`src/rtl/mem_reg_fifo_if.sv`:
```
// Four-phase return-to-zero link carrying a 1-of-N encoded word plus its acknowledge.
interface link_intf #(
    parameter int W = 4
);
    logic [W-1:0] data;
    logic         ack;

    modport in  (input data, output ack);
    modport out (output data, input ack);
endinterface

```
`src/rtl/mem_reg_fifo.sv`:
```
// Clocked FIFO between two four-phase 1-of-RAIL_NUM links, with occupancy and sticky codeword error.
// Define MEM_REG_FIFO_SYNC_EN to pass in.data and out.ack through 2-flop synchronisers.
module mem_reg_fifo #(
    parameter int REG_WIDTH = 2,
    parameter int RAIL_NUM  = 2,
    parameter int DEPTH     = 4
) (
    input  logic                         clk,
    input  logic                         rst,
    link_intf.in                         in,
    link_intf.out                        out,
    output logic [$clog2(DEPTH+1)-1:0]   count,
    output logic                         full,
    output logic                         empty,
    output logic                         err
);
    localparam int W  = REG_WIDTH * RAIL_NUM;
    localparam int CW = $clog2(DEPTH + 1);
    localparam int PW = $clog2(DEPTH);

    typedef enum logic [1:0] {CW_SPACER, CW_COMPLETE, CW_INVALID, CW_PARTIAL} cw_t;
    typedef enum logic {IN_IDLE, IN_ACK} in_st_t;
    typedef enum logic [1:0] {OUT_IDLE, OUT_DATA, OUT_RTZ} out_st_t;

    function automatic cw_t classify(input logic [W-1:0] w);
        logic any_multi;
        logic all_one;
        any_multi = 1'b0;
        all_one   = 1'b1;
        for (int d = 0; d < REG_WIDTH; d++) begin
            if ($countones(w[d*RAIL_NUM +: RAIL_NUM]) > 1)  any_multi = 1'b1;
            if ($countones(w[d*RAIL_NUM +: RAIL_NUM]) != 1) all_one   = 1'b0;
        end
        if (w == '0)     return CW_SPACER;
        if (any_multi)   return CW_INVALID;
        if (all_one)     return CW_COMPLETE;
        return CW_PARTIAL;
    endfunction

    function automatic logic [PW-1:0] next_ptr(input logic [PW-1:0] p);
        return (p == PW'(DEPTH - 1)) ? '0 : p + 1'b1;
    endfunction

    logic [W-1:0]  in_word;
    logic          out_ack_s;

`ifdef MEM_REG_FIFO_SYNC_EN
    logic [W-1:0]  in_data_p0, in_data_p1;
    logic          out_ack_p0, out_ack_p1;

    // Synchroniser stages for links driven from unclocked logic
    always_ff @(posedge clk or negedge rst) begin
        if (!rst) begin
            in_data_p0 <= '0;
            in_data_p1 <= '0;
            out_ack_p0 <= 1'b0;
            out_ack_p1 <= 1'b0;
        end else begin
            in_data_p0 <= in.data;
            in_data_p1 <= in_data_p0;
            out_ack_p0 <= out.ack;
            out_ack_p1 <= out_ack_p0;
        end
    end
    assign in_word   = in_data_p1;
    assign out_ack_s = out_ack_p1;
`else
    assign in_word   = in.data;
    assign out_ack_s = out.ack;
`endif

    logic [W-1:0]  mem [DEPTH];
    logic [PW-1:0] wr_ptr, rd_ptr;
    in_st_t        in_st;
    out_st_t       out_st;
    logic          in_ack_r;
    logic [W-1:0]  out_data_r;
    cw_t           cls;
    logic          push, pop;

    assign cls   = classify(in_word);
    assign full  = (count == CW'(DEPTH));
    assign empty = (count == '0);
    assign push  = (in_st == IN_IDLE) && !full && (cls == CW_COMPLETE);
    assign pop   = (out_st == OUT_DATA) && out_ack_s;

    assign in.ack   = in_ack_r;
    assign out.data = out_data_r;

    // Storage carries no reset; only pointers and occupancy define validity
    always_ff @(posedge clk) begin
        if (push) mem[wr_ptr] <= in_word;
    end

    always_ff @(posedge clk or negedge rst) begin
        if (!rst) begin
            in_st    <= IN_IDLE;
            in_ack_r <= 1'b0;
            wr_ptr   <= '0;
            err      <= 1'b0;
        end else begin
            case (in_st)
                IN_IDLE: begin
                    if (push) begin
                        wr_ptr   <= next_ptr(wr_ptr);
                        in_ack_r <= 1'b1;
                        in_st    <= IN_ACK;
                    end else if (!full && cls == CW_INVALID) begin
                        // Drop the bad word but still acknowledge so the sender can return to zero
                        err      <= 1'b1;
                        in_ack_r <= 1'b1;
                        in_st    <= IN_ACK;
                    end
                end
                IN_ACK: begin
                    if (cls == CW_SPACER) begin
                        in_ack_r <= 1'b0;
                        in_st    <= IN_IDLE;
                    end
                end
                default: begin
                    in_ack_r <= 1'b0;
                    in_st    <= IN_IDLE;
                end
            endcase
        end
    end

    always_ff @(posedge clk or negedge rst) begin
        if (!rst) begin
            out_st     <= OUT_IDLE;
            out_data_r <= '0;
            rd_ptr     <= '0;
        end else begin
            case (out_st)
                OUT_IDLE: begin
                    if (!empty && !out_ack_s) begin
                        out_data_r <= mem[rd_ptr];
                        out_st     <= OUT_DATA;
                    end
                end
                OUT_DATA: begin
                    if (out_ack_s) begin
                        out_data_r <= '0;
                        rd_ptr     <= next_ptr(rd_ptr);
                        out_st     <= OUT_RTZ;
                    end
                end
                OUT_RTZ: begin
                    if (!out_ack_s) out_st <= OUT_IDLE;
                end
                default: begin
                    out_data_r <= '0;
                    out_st     <= OUT_IDLE;
                end
            endcase
        end
    end

    always_ff @(posedge clk or negedge rst) begin
        if (!rst) begin
            count <= '0;
        end else if (push && !pop) begin
            count <= count + 1'b1;
        end else if (pop && !push) begin
            count <= count - 1'b1;
        end
    end
endmodule

```
`src/flat_wrapper.sv`:
```
// flat-port wrapper written by rule: the top's interface ports become plain ports
module mem_reg_fifo_flat 
#(
    parameter int REG_WIDTH = 2,
    parameter int RAIL_NUM  = 2,
    parameter int DEPTH     = 4
)
  (clk, rst, count, full, empty, err, in_data, in_ack, out_data, out_ack);
  link_intf #(.W(4)) in_i ();
  link_intf #(.W(4)) out_i ();
  input  logic clk;
  input  logic rst;
  output logic [$clog2(DEPTH+1)-1:0] count;
  output logic full;
  output logic empty;
  output logic err;
  input wire logic [$bits(in_i.data)-1:0] in_data;
  output wire logic [$bits(in_i.ack)-1:0] in_ack;
  output wire logic [$bits(out_i.data)-1:0] out_data;
  input wire logic [$bits(out_i.ack)-1:0] out_ack;
  assign in_i.data = in_data;
  assign in_ack = in_i.ack;
  assign out_data = out_i.data;
  assign out_i.ack = out_ack;
  mem_reg_fifo #(.REG_WIDTH(REG_WIDTH), .RAIL_NUM(RAIL_NUM), .DEPTH(DEPTH)) u_core (.clk(clk), .rst(rst), .in(in_i), .out(out_i), .count(count), .full(full), .empty(empty), .err(err));
endmodule
```
`config.mk`:
```
export PLATFORM = sky130hd
export DESIGN_NAME = mem_reg_fifo_flat
export DESIGN_NICKNAME = d
export VERILOG_FILES = /design/src/rtl/mem_reg_fifo_if.sv /design/src/rtl/mem_reg_fifo.sv /design/src/flat_wrapper.sv
export SDC_FILE = /design/constraint.sdc
export NUM_CORES = 1
export LEC_CHECK = 0
export ABC_AREA = 1
export BUFFER_PORTS_ARGS = -buffer_cell sky130_fd_sc_hd__buf_2
export CORE_MARGIN = 4
export CORE_UTILIZATION = 60
export DETAILED_ROUTE_END_ITERATION = 8
export HOLD_SLACK_MARGIN = 0.06
export PLACE_DENSITY = 0.81
export SLEW_MARGIN = 25
export SYNTH_ARGS = -nofsm -noshare
export SYNTH_HDL_FRONTEND = slang
export SYNTH_SLANG_ARGS = --single-unit
export TNS_END_PERCENT = 10
```
`constraint.sdc`:
```
create_clock -name clk -period 3.52 [get_ports clk]
set_input_delay 0 -clock clk [delete_from_list [all_inputs] [get_ports clk]]
set_output_delay 0 -clock clk [all_outputs]
set_load 0.03 [all_outputs]
```
# Word level (Yosys, flattened, before mapping)

Memories as Yosys holds them, arrays and structs flattened.
Cells that the tools add are included.

Logic and storage cells: 94
Bits of input ports: 7
Memory bits (writable): 16
Flip-flop bits (word level): 16
Memories: 1
Output and inout bits: 11

Bitwise logic cells: 3
Add/subtract/negate cells: 6
Reduce and logical (&&, ||, !) cells: 23
Magnitude comparators: 2
Eq/ne operators: 14
Mux-type cells: 37

Memories:

| name       | depth | width | rd ports | clocked after memory_dff | wr ports | RTL line           | RTL |
|---|---|---|---|---|---|---|---|
| u_core.mem | 4     | 4     | 1        | 0                        | 1        | mem_reg_fifo.sv:72 | `logic [W-1:0] mem [DEPTH];` |

Operators by type and width:

| kind                | count |
|---|---|
| $ne 32x2->1 const B | 2 |
| $gt 32x2->1 const B | 1 |
| $mux 2              | 11 |
| $mux 1              | 18 |
| $pmux 4 s3          | 1 |
| $reduce_and 3->1    | 3 |
| $eq 2x2->1 const B  | 4 |
| $mux 4              | 2 |
| $logic_and 1x1->1   | 7 |
| $mux 3              | 2 |
| $ne 2x2->1 const B  | 3 |
| $pmux 2 s3          | 1 |
| $reduce_and 2->1    | 3 |
| $logic_not 1->1     | 5 |
| $add 1x1->2         | 2 |
| $add 2x1->2 const B | 2 |
| $eq 2x1->1 const B  | 2 |
| $logic_not 2->1     | 2 |
| $logic_not 4->1     | 1 |
| $pmux 1 s2          | 2 |
| $add 3x1->3 const B | 1 |
| $eq 3x3->1 const B  | 1 |
| $logic_not 3->1     | 1 |
| $ne 3x2->1 const B  | 1 |
| 5 further kinds     | 7 |

# Longest topological paths before layout

Gate-level depths: netlist of the first run.

Depth after elaboration: 17
Gate-level depth with buffers: 15
Mapped depth without buffers: 15

# Worst setup path after synthesis of the first run

OpenSTA, ideal clock, no wires.

Kind: reg2reg
Start point: reg u_core.count[0]
End point: reg u_core.count[1]
Slack: 1.470 ns
Clock period less this slack: 2.050 ns
Arrival time: 1.926 ns
Buffers on the path: 0
Setup time: 0.125 ns
Data required time: 3.395 ns
Cell stages (with the launch flop): 9
Path through: dfrtp_1 > nor2_4 > a21oi_4 > nand2_2 > inv_1 > ha_1 > inv_1 > fa_1 > mux2_2

Longest elaborated chain between the ends: 7
Elaborated cells between the ends (all ways): 12
Those cells by class: 2 x add/sub; 1 x eq/ne; 2 x mux; 7 x reduce/logical

Ends and longest elaborated chain:

| element                                             | RTL line            | RTL |
|---|---|---|
| from (decl)                                         | mem_reg_fifo.sv:12  | `output logic [$clog2(DEPTH+1)-1:0] count,` |
| from (signal assigned)                              | mem_reg_fifo.sv:164 | `count <= count + 1'b1;` |
| from (signal assigned)                              | mem_reg_fifo.sv:166 | `count <= count - 1'b1;` |
| branches (longest 7 deep; another with $sub 3x1->3) | n/a                 |  |

Parallel ways; which one is timed is not known. The select of a mux whose other input is x is not followed.
A chain may end at the register's enable or synchronous reset.

# Worst setup path after layout of the first run

Start point: in in_data[1]
End point: reg u_core.count[2]

Longest elaborated chain between the ends: 15
Elaborated cells between the ends (all ways): 26
Those cells by class: 1 x add/sub; 1 x order compare; 2 x eq/ne; 16 x mux; 6 x reduce/logical

Ends and longest elaborated chain:

| element                     | RTL line                               | RTL |
|---|---|---|
| from (decl)                 | flat_wrapper.sv:17                     | `input wire logic [$bits(in_i.data)-1:0] in_data;` |
| $add 1x1->2                 | mem_reg_fifo.sv:31, mem_reg_fifo.sv:32 |  |
| $ne 32x2->1                 | mem_reg_fifo.sv:32                     | `if ($countones(w[d*RAIL_NUM +: RAIL_NUM]) != 1) all_one = 1'b0;` |
| $mux 1 (2 in series)        | mem_reg_fifo.sv:32                     |  |
| $mux 1 (2 in series)        | mem_reg_fifo.sv:36                     | `if (all_one) return CW_COMPLETE;` |
| $mux 1                      | mem_reg_fifo.sv:35                     | `if (any_multi) return CW_INVALID;` |
| $mux 2                      | mem_reg_fifo.sv:37                     | `return CW_PARTIAL;` |
| $mux 2                      | mem_reg_fifo.sv:36                     |  |
| $mux 2 (*)                  | mem_reg_fifo.sv:35                     |  |
| $eq 2x1->1 (*)              | mem_reg_fifo.sv:84                     | `assign push = (in_st == IN_IDLE) && !full && (cls == CW_COMPLETE);` |
| $logic_and 1x1->1 (*)       | mem_reg_fifo.sv:84                     |  |
| $logic_not 1->1             | mem_reg_fifo.sv:165                    | `end else if (pop && !push) begin` |
| $logic_and 1x1->1           | mem_reg_fifo.sv:165                    |  |
| $reduce_bool 2->1 (no line) | n/a                                    |  |

Mark *: on every way between the ends. The rest lies on a longest branch, timed or not. The select of a mux whose other input is x is not followed.

==> impl_metrics.json, run 1 <==
{
  "antenna_found_initial": 0,
  "gp_congestion": 0.785,
  "grt_overflow": 0,
  "timing.final.crit_share_pct": 65.2,
  "wirelength_microns": 3220,
  "clock_skew_ns": 0.00849,
  "route.detailed.drc": 0,
  "wl_per_cell_microns": 14.0,
  "worst-slew-pin-transition_ns": 0.490,
  "fp.dieH_microns": 60.1,
  "grt_max_degree": 17,
  "synthArstFlopShare_pct": 50.0,
  "cts_setup_buffers": 0,
  "critPathKind": "in2reg",
  "p_clk_share_pct": 18.9,
  "p_leak_nw": 0.953,
  "crit_slowest_cell": "dlygate4sd3_1",
  "tns_ns": 0,
  "met3_usage_pct": 7.13,
  "status": "complete, no violations",
  "dr.pass1.iters": 4,
  "pin_count": 18,
  "synth_cells": 169,
  "n_antenna_cell": 0,
  "setup_viol_count_final": 0,
  "synth_common_cells": "nand2_1, inv_1, dfrtp_1, edfxtp_1, nor2_1",
  "synth_flop_cell": "edfxtp_1",
  "sw_frac_of_total_pct": 42.6,
  "finalPower_mw": 1.44,
  "cp-end-kind": "register",
  "dr_total_vias": 1189,
  "cts_buffers": 5,
  "dp_hpwl_microns": 2310,
  "rsz0062_at_grt": "false",
  "rr_worst_depth": 8,
  "max_freq_mhz": 436,
  "yosysUniqueCellTypes": 24,
  "worstPathCellList": "dlygate4sd3_1 > buf_2 > inv_1 > ha_1 > nand2_1 > inv_1 > nand3_1 > inv_1 > nand2_2 > inv_1 > ha_1 > inv_1 > fa_1 > nor2_1 > nor2_1 > nand2_1 > xor2_1",
  "area_delta_synth_final_pct": 15.1,
  "cts.clk_slew.worst_paths_ns": 0.10,
  "slew_headroom_pct": 67.3,
  "clk_latency_ns": 0.34,
  "drv_slew": 0,
  "coreArea_sq_um": 2520,
  "syn_nets": 187,
  "worstPathRequired_ns": 3.78,
  "synth_top_area_share_pct": 29.5,
  "synth_area_sq_um": 1630,
  "cts_buffer_depth": 2,
  "p_seq_share_pct": 40.9,
  "yosysTopAreaCell": "edfxtp_1",
  "crit_path_frequent_cell": "inv_1",
  "io_buffers": 17,
  "fin_crit_ns": 2.30,
  "groute.usage.overall_pct": 21.7,
  "synthTopCellsByArea": "edfxtp_1, dfrtp_1, nand2_1",
  "internal_power_mw": 0.826,
  "layout-drive-gt1-share_pct": 19.6,
  "htreeDepth": 2,
  "min_path_type": "in2async",
  "nets": 216,
  "cp-start-kind": "primary input",
  "grt_pass1_vias": 1291,
  "die_x_microns": 60.1,
  "die_area_sq_um": 3610,
  "syn_area_per_cell_sq_um": 9.63,
  "peakVddDrop_v": 0.000609,
  "synth.most_common_cell": "nand2_1",
  "initial_utilization_pct": 64.5,
  "cts_resized": 0,
  "grt_busiest_layer": "met2",
  "cts-root-buf": "clkbuf_4",
  "cts_hold_buffers": 6,
  "synth-seq-area-share_pct": 54.1,
  "ys_ff_latch": 32,
  "power_frac_comb_pct": 40.1,
  "yosysWarnings": 0,
  "viasPerCell": 5.19,
  "final_antenna_net_count": 0,
  "drt_iter0_drc": 51,
  "critical_path_arrival_ns": 2.56,
  "cts_tree": "built",
  "fillCellCount": 170,
  "synth-edff-count": 16,
  "hold_viol": 0,
  "switchingPower_mw": 0.613,
  "use_met1_pct": 23.3,
  "power.density_nw_per_um2": 768,
  "cp_max_fo": 7,
  "cap_violations": 0,
  "grt_first_pass_wirelength_microns": 5580,
  "max_stage_delay_ns": 0.54,
  "clock-sinks": 32,
  "fp-row-count": 18,
  "use_met2_pct": 37.5
}
## worst max-delay path: cells and delay by family
| kind | cells | cell delay [ns] |
|---|---|---|
| xor+xnor | 1 | 0.16 |
| buf+inv | 7 | 1.10 |
| fa+ha+maj | 3 | 0.79 |
| simple gates | 6 | 0.49 |
## power groups by stage
stage               registers (mW)  logic [mW]  clock network (mW)
floorplan                    0.646       0.370                   0
global placement             0.583       0.538                   0
detailed placement           0.595       0.569                   0
CTS                          0.588       0.586               0.273
global route                 0.603       0.653               0.296
finish                       0.589       0.577               0.273
## metal layers
metal | vias to the layer above | share of wire, % | routed length (microns)
met5 | - | 0 | 0
met3 | 10 | 5.3 | 169
met4 | 0 | 3.4 | 110
met2 | 48 | 53 | 1710
met1 | 546 | 38 | 1230
li1 | 585 | - | -
## path summary, 6_finish.rpt
kind	endpoint	from	slack, ns
hold reg to reg	u_core.err	u_core.err	0.49
max in group asynchronous	u_core.rd_ptr[0]	rst	3.15
hold / removal	u_core.out.data[3]	rst	0.09
min in group clk	u_core.mem[1][0]	in_data[0]	0.44
setup reg to reg	u_core.count[1]	u_core.count[0]	1.45
setup / recovery	u_core.count[2]	in_data[1]	1.22
## kinds of logic (layout without fill, tap and decap cells)
| kind of cell | count (synthesis) | in the layout | synth area share (%) |
|---|---|---|---|
| buffers and inverters | 35 | 65 | 8.84 |
| flip-flops | 32 | 32 | 54.1 |
| XOR/XNOR | 2 | 2 | 1.08 |
| AND/OR/NAND/NOR | 76 | 76 | 21.2 |
| multiplexers | 1 | 1 | 0.692 |
| adder cells (fa/ha/maj) | 11 | 11 | 8.92 |
| AO/OA/AOI/OAI | 12 | 12 | 5.15 |
## flip-flops by register name, indices dropped and copies added, names as in the netlist
register	cells
u_core.out_st	2
u_core.in_st	1
u_core.rd_ptr	2
u_core.mem	16
u_core.count	3
u_core.in.ack	1
u_core.wr_ptr	2
u_core.err	1
u_core.out.data	4
## per-stage QoR
step                worst slack, ns  cells  area [sq um]  hold WS (ns)  util (%)
floorplan                      1.47    169          1630        -0.296         -
global placement               1.57    215          1740       -0.0730      68.9
detailed placement             1.51    215          1740       -0.0606      68.9
CTS                            1.23    229          1870         0.103      74.3
global route                   1.03    229          1870         0.114      74.3
finish                         1.22    229          1870        0.0949      74.3
## final cells by class
cell class                 instances  area [sq um]  area share [%]
sequential                        32           881            47.0
multi-input combinational        102           603            32.2
timing repair buffer              23           145            7.74
inverter                          34           133            7.08
clock buffer                       5          37.5            2.00
clock inverter                     3          37.5            2.00
tap                               30          37.5            2.00
## layout by cell type, fill, tap and decap left out, drive strengths merged, types with 4 or more instances in the layout
cell	instances
dfrtp	16
o21ai	4
clkbuf	5
edfxtp	16
ha	10
nand3	7
inv	33
nand2	53
o211ai	5
dlygate4sd3	6
nor2	14
buf	17
Power figures use the tool's default switching activity.
==> run 2: changes to the inputs <==
- ABC_AREA: 1 -> 0
- CORE_UTILIZATION: 60 -> 51
- PLACE_DENSITY: 0.81 -> 0.74
- clock period: 3.52 -> 2 ns (I/O delays scaled with it)
==> impl_metrics.json, run 2 <==
{
  "status": "complete, no violations",
  "die_x_microns": 62.6,
  "syn_nets": 120,
  "cts_buffers": 5,
  "fillCellCount": 210,
  "layout-drive-gt1-share_pct": 39.4,
  "drt_iter0_drc": 35,
  "fp-row-count": 19,
  "synth_common_cells": "dfrtp_1, edfxtp_1, ha_1, inv_1",
  "initial_utilization_pct": 54.3,
  "hold_viol": 0,
  "setup_viol_count_final": 0,
  "n_antenna_cell": 0,
  "cp_max_fo": 2,
  "htreeDepth": 2,
  "cp-start-kind": "register",
  "final_util_pct": 64.7,
  "worst_r2r_endpoint": "u_core.count[2]",
  "use_met2_pct": 24.2,
  "synth-edff-count": 16,
  "coreArea_sq_um": 2810,
  "critPathKind": "reg2reg",
  "wl_per_cell_microns": 15.4,
  "synth_top_area_share_pct": 31.6,
  "pin_count": 18,
  "met3_usage_pct": 3.96,
  "clock-sinks": 32,
  "critical_path_arrival_ns": 2.17,
  "grt_busiest_layer": "met2",
  "wirelength_microns": 2590,
  "synth_area_sq_um": 1520,
  "r2r-start": "u_core.count[2]",
  "yosysWarnings": 0,
  "cts_tree": "built",
  "timing.final.crit_share_pct": 96.1,
  "dp_hpwl_microns": 1830,
  "multiInputGateArea_sq_um": 601,
  "clk_latency_ns": 0.33,
  "stdcell_area_sq_um": 1810,
  "power.density_nw_per_um2": 1260,
  "regArea_sq_um": 885,
  "rsz0062_at_grt": "true",
  "ys_ff_latch": 32,
  "critPathTopFamily": "simple AND/OR/NAND/NOR gates",
  "syn_area_per_cell_sq_um": 14.9,
  "nets": 154,
  "die_area_sq_um": 3920,
  "max_freq_mhz": 520,
  "top_register": "u_core.mem",
  "fin_crit_ns": 1.92,
  "critical_path.endpoint": "u_core.count[2]",
  "gp_congestion": 0.738,
  "groute.usage.overall_pct": 15.3,
  "final_antenna_net_count": 0,
  "area_delta_synth_final_pct": 19.1,
  "clock_skew_ns": 0.0149,
  "p_leak_nw": 0.807,
  "worst_hold_slack_ns": 0.0993,
  "grt_max_degree": 17,
  "dr.pass1.iters": 4,
  "cts.clk_slew.worst_paths_ns": 0.10,
  "grt_pass1_vias": 978,
  "max_stage_delay_ns": 0.41,
  "final_common_cell": "buf_2",
  "largest_register_ff_count": 16,
  "drv_slew": 0,
  "worstPathRequired_ns": 2.25,
  "synth-seq-area-share_pct": 57.8,
  "antenna_found_initial": 0,
  "use_met1_pct": 18.2,
  "fin_cells": 168,
  "worstPathCellList": "nor3b_4 > and4b_2 > ha_4 > inv_2 > fa_2 > xor2_1 > nor2_1 > xor2_1",
  "cap_violations": 0,
  "place_area_sq_um": 1660,
  "startpoint": "u_core.count[2]",
  "grt_first_pass_wirelength_microns": 4540,
  "min_path_type": "in2async",
  "dr_total_vias": 914,
  "r2r_slack_ns": 0.08,
  "cp-end-kind": "register",
  "synthTopCellsByArea": "edfxtp_1, dfrtp_1, ha_1",
  "crit_path_frequent_cell": "xor2_1",
  "synth_cells": 102,
  "critPathBufInv": 1,
  "cts-root-buf": "clkbuf_4",
  "crit_slowest_cell": "dfrtp_2",
  "cts_buffer_depth": 2,
  "fp.dieH_microns": 62.6,
  "grt_overflow": 0,
  "viasPerCell": 5.44,
  "synthArstFlopShare_pct": 50.0,
  "yosysTopAreaCell": "edfxtp_1",
  "rr_worst_depth": 8,
  "route.detailed.drc": 0,
  "synth_flop_cell": "edfxtp_1",
  "worst-slew-pin-transition_ns": 0.444,
  "peakVddDrop_v": 0.000564,
  "slew_headroom_pct": 70.1,
  "dp_cells": 150,
  "mostFrequentLayoutCells": "buf_2, edfxtp_1, dfrtp_1",
  "yosysUniqueCellTypes": 31,
  "cp.depth": 8,
  "io_buffers": 17
}
-- run 2: cell count changes after synthesis, moves of 4 or more --
cell      before  now
nand2_1       46    1
inv_1         30    9
nor2_1        12    4
nand3_1        7    0
nand2_2        6    0
o211ai_1       5    0
a221o_1        0    4
and2_2         0    4
and3_1         0    4
mux4_2         0    4
o21ai_0        4    0
-- run 2: worst min-delay path by stage --
stage	start	slack, ns	end
2_1_floorplan	rst	-0.30	u_core.count[0]
3_3_place_gp	rst	-0.07	u_core.out.data[2]
3_5_place_dp	rst	-0.06	u_core.out.data[2]
4_1_cts	rst	0.11	u_core.in.ack
5_1_grt	rst	0.12	u_core.wr_ptr[0]
6_report	rst	0.1	u_core.wr_ptr[0]
-- run 2: through the flow --
stage / setup TNS (ns) / worst slack [ns] / power [mW]
3_3_place_gp: 0 / 0.0555 / 1.82
2_1_floorplan: -0.379 / -0.271 / 1.64
3_5_place_dp: -0.0516 / -0.0516 / 1.86
5_1_grt: -0.0244 / -0.0244 / 2.47
4_1_cts: 0 / 0.00418 / 2.27
6_report: 0 / 0.0780 / 2.29
-- run 2: report_power, final --
group,switching [mW],internal [mW]
clock network,0.204,0.173
registers,0.145,0.833
logic,0.489,0.450
total,0.838,1.46
-- run 2: what timing repair did --
action,in CTS,in global routing
resized for setup,0,3
hold buffers,6,0
hold endpoints to repair,34,0
setup endpoints to repair,1,2
pin swaps,0,2
buffers inserted,1,3
-- run 2: cell families after synthesis --
kind of cell,synth area share [%]
flip-flops,57.8
multiplexers,9.37
AO/OA/AOI/OAI,6.08
XOR/XNOR,2.30
AND/OR/NAND/NOR,10.8
buffers and inverters,4.03
adder cells (fa/ha/maj),9.53
-- run 2: layout make-up --
cell class / count / area share [%]
multi-input combinational: 58 / 33.1
tap: 31 / 2.14
inverter: 9 / 1.86
timing repair buffer: 30 / 10.9
sequential: 32 / 48.8
clock buffer: 8 / 3.24
-- run 2: worst register-to-register path: cells and delay by family, from the launching register on --
family / cells / cell delay [ns]
and+or+nand+nor: 3 / 0.59
adders and majority gates: 2 / 0.47
DFF: 1 / 0.41
xor gates and xnor gates: 2 / 0.34
buffers and inverters: 1 / 0.04
-- run 2: layer usage --
metal  wire [microns]  share of wire, %
met1             1110                43
met2             1300                50
met3              113               4.4
met4               69               2.7
met5                0                 0
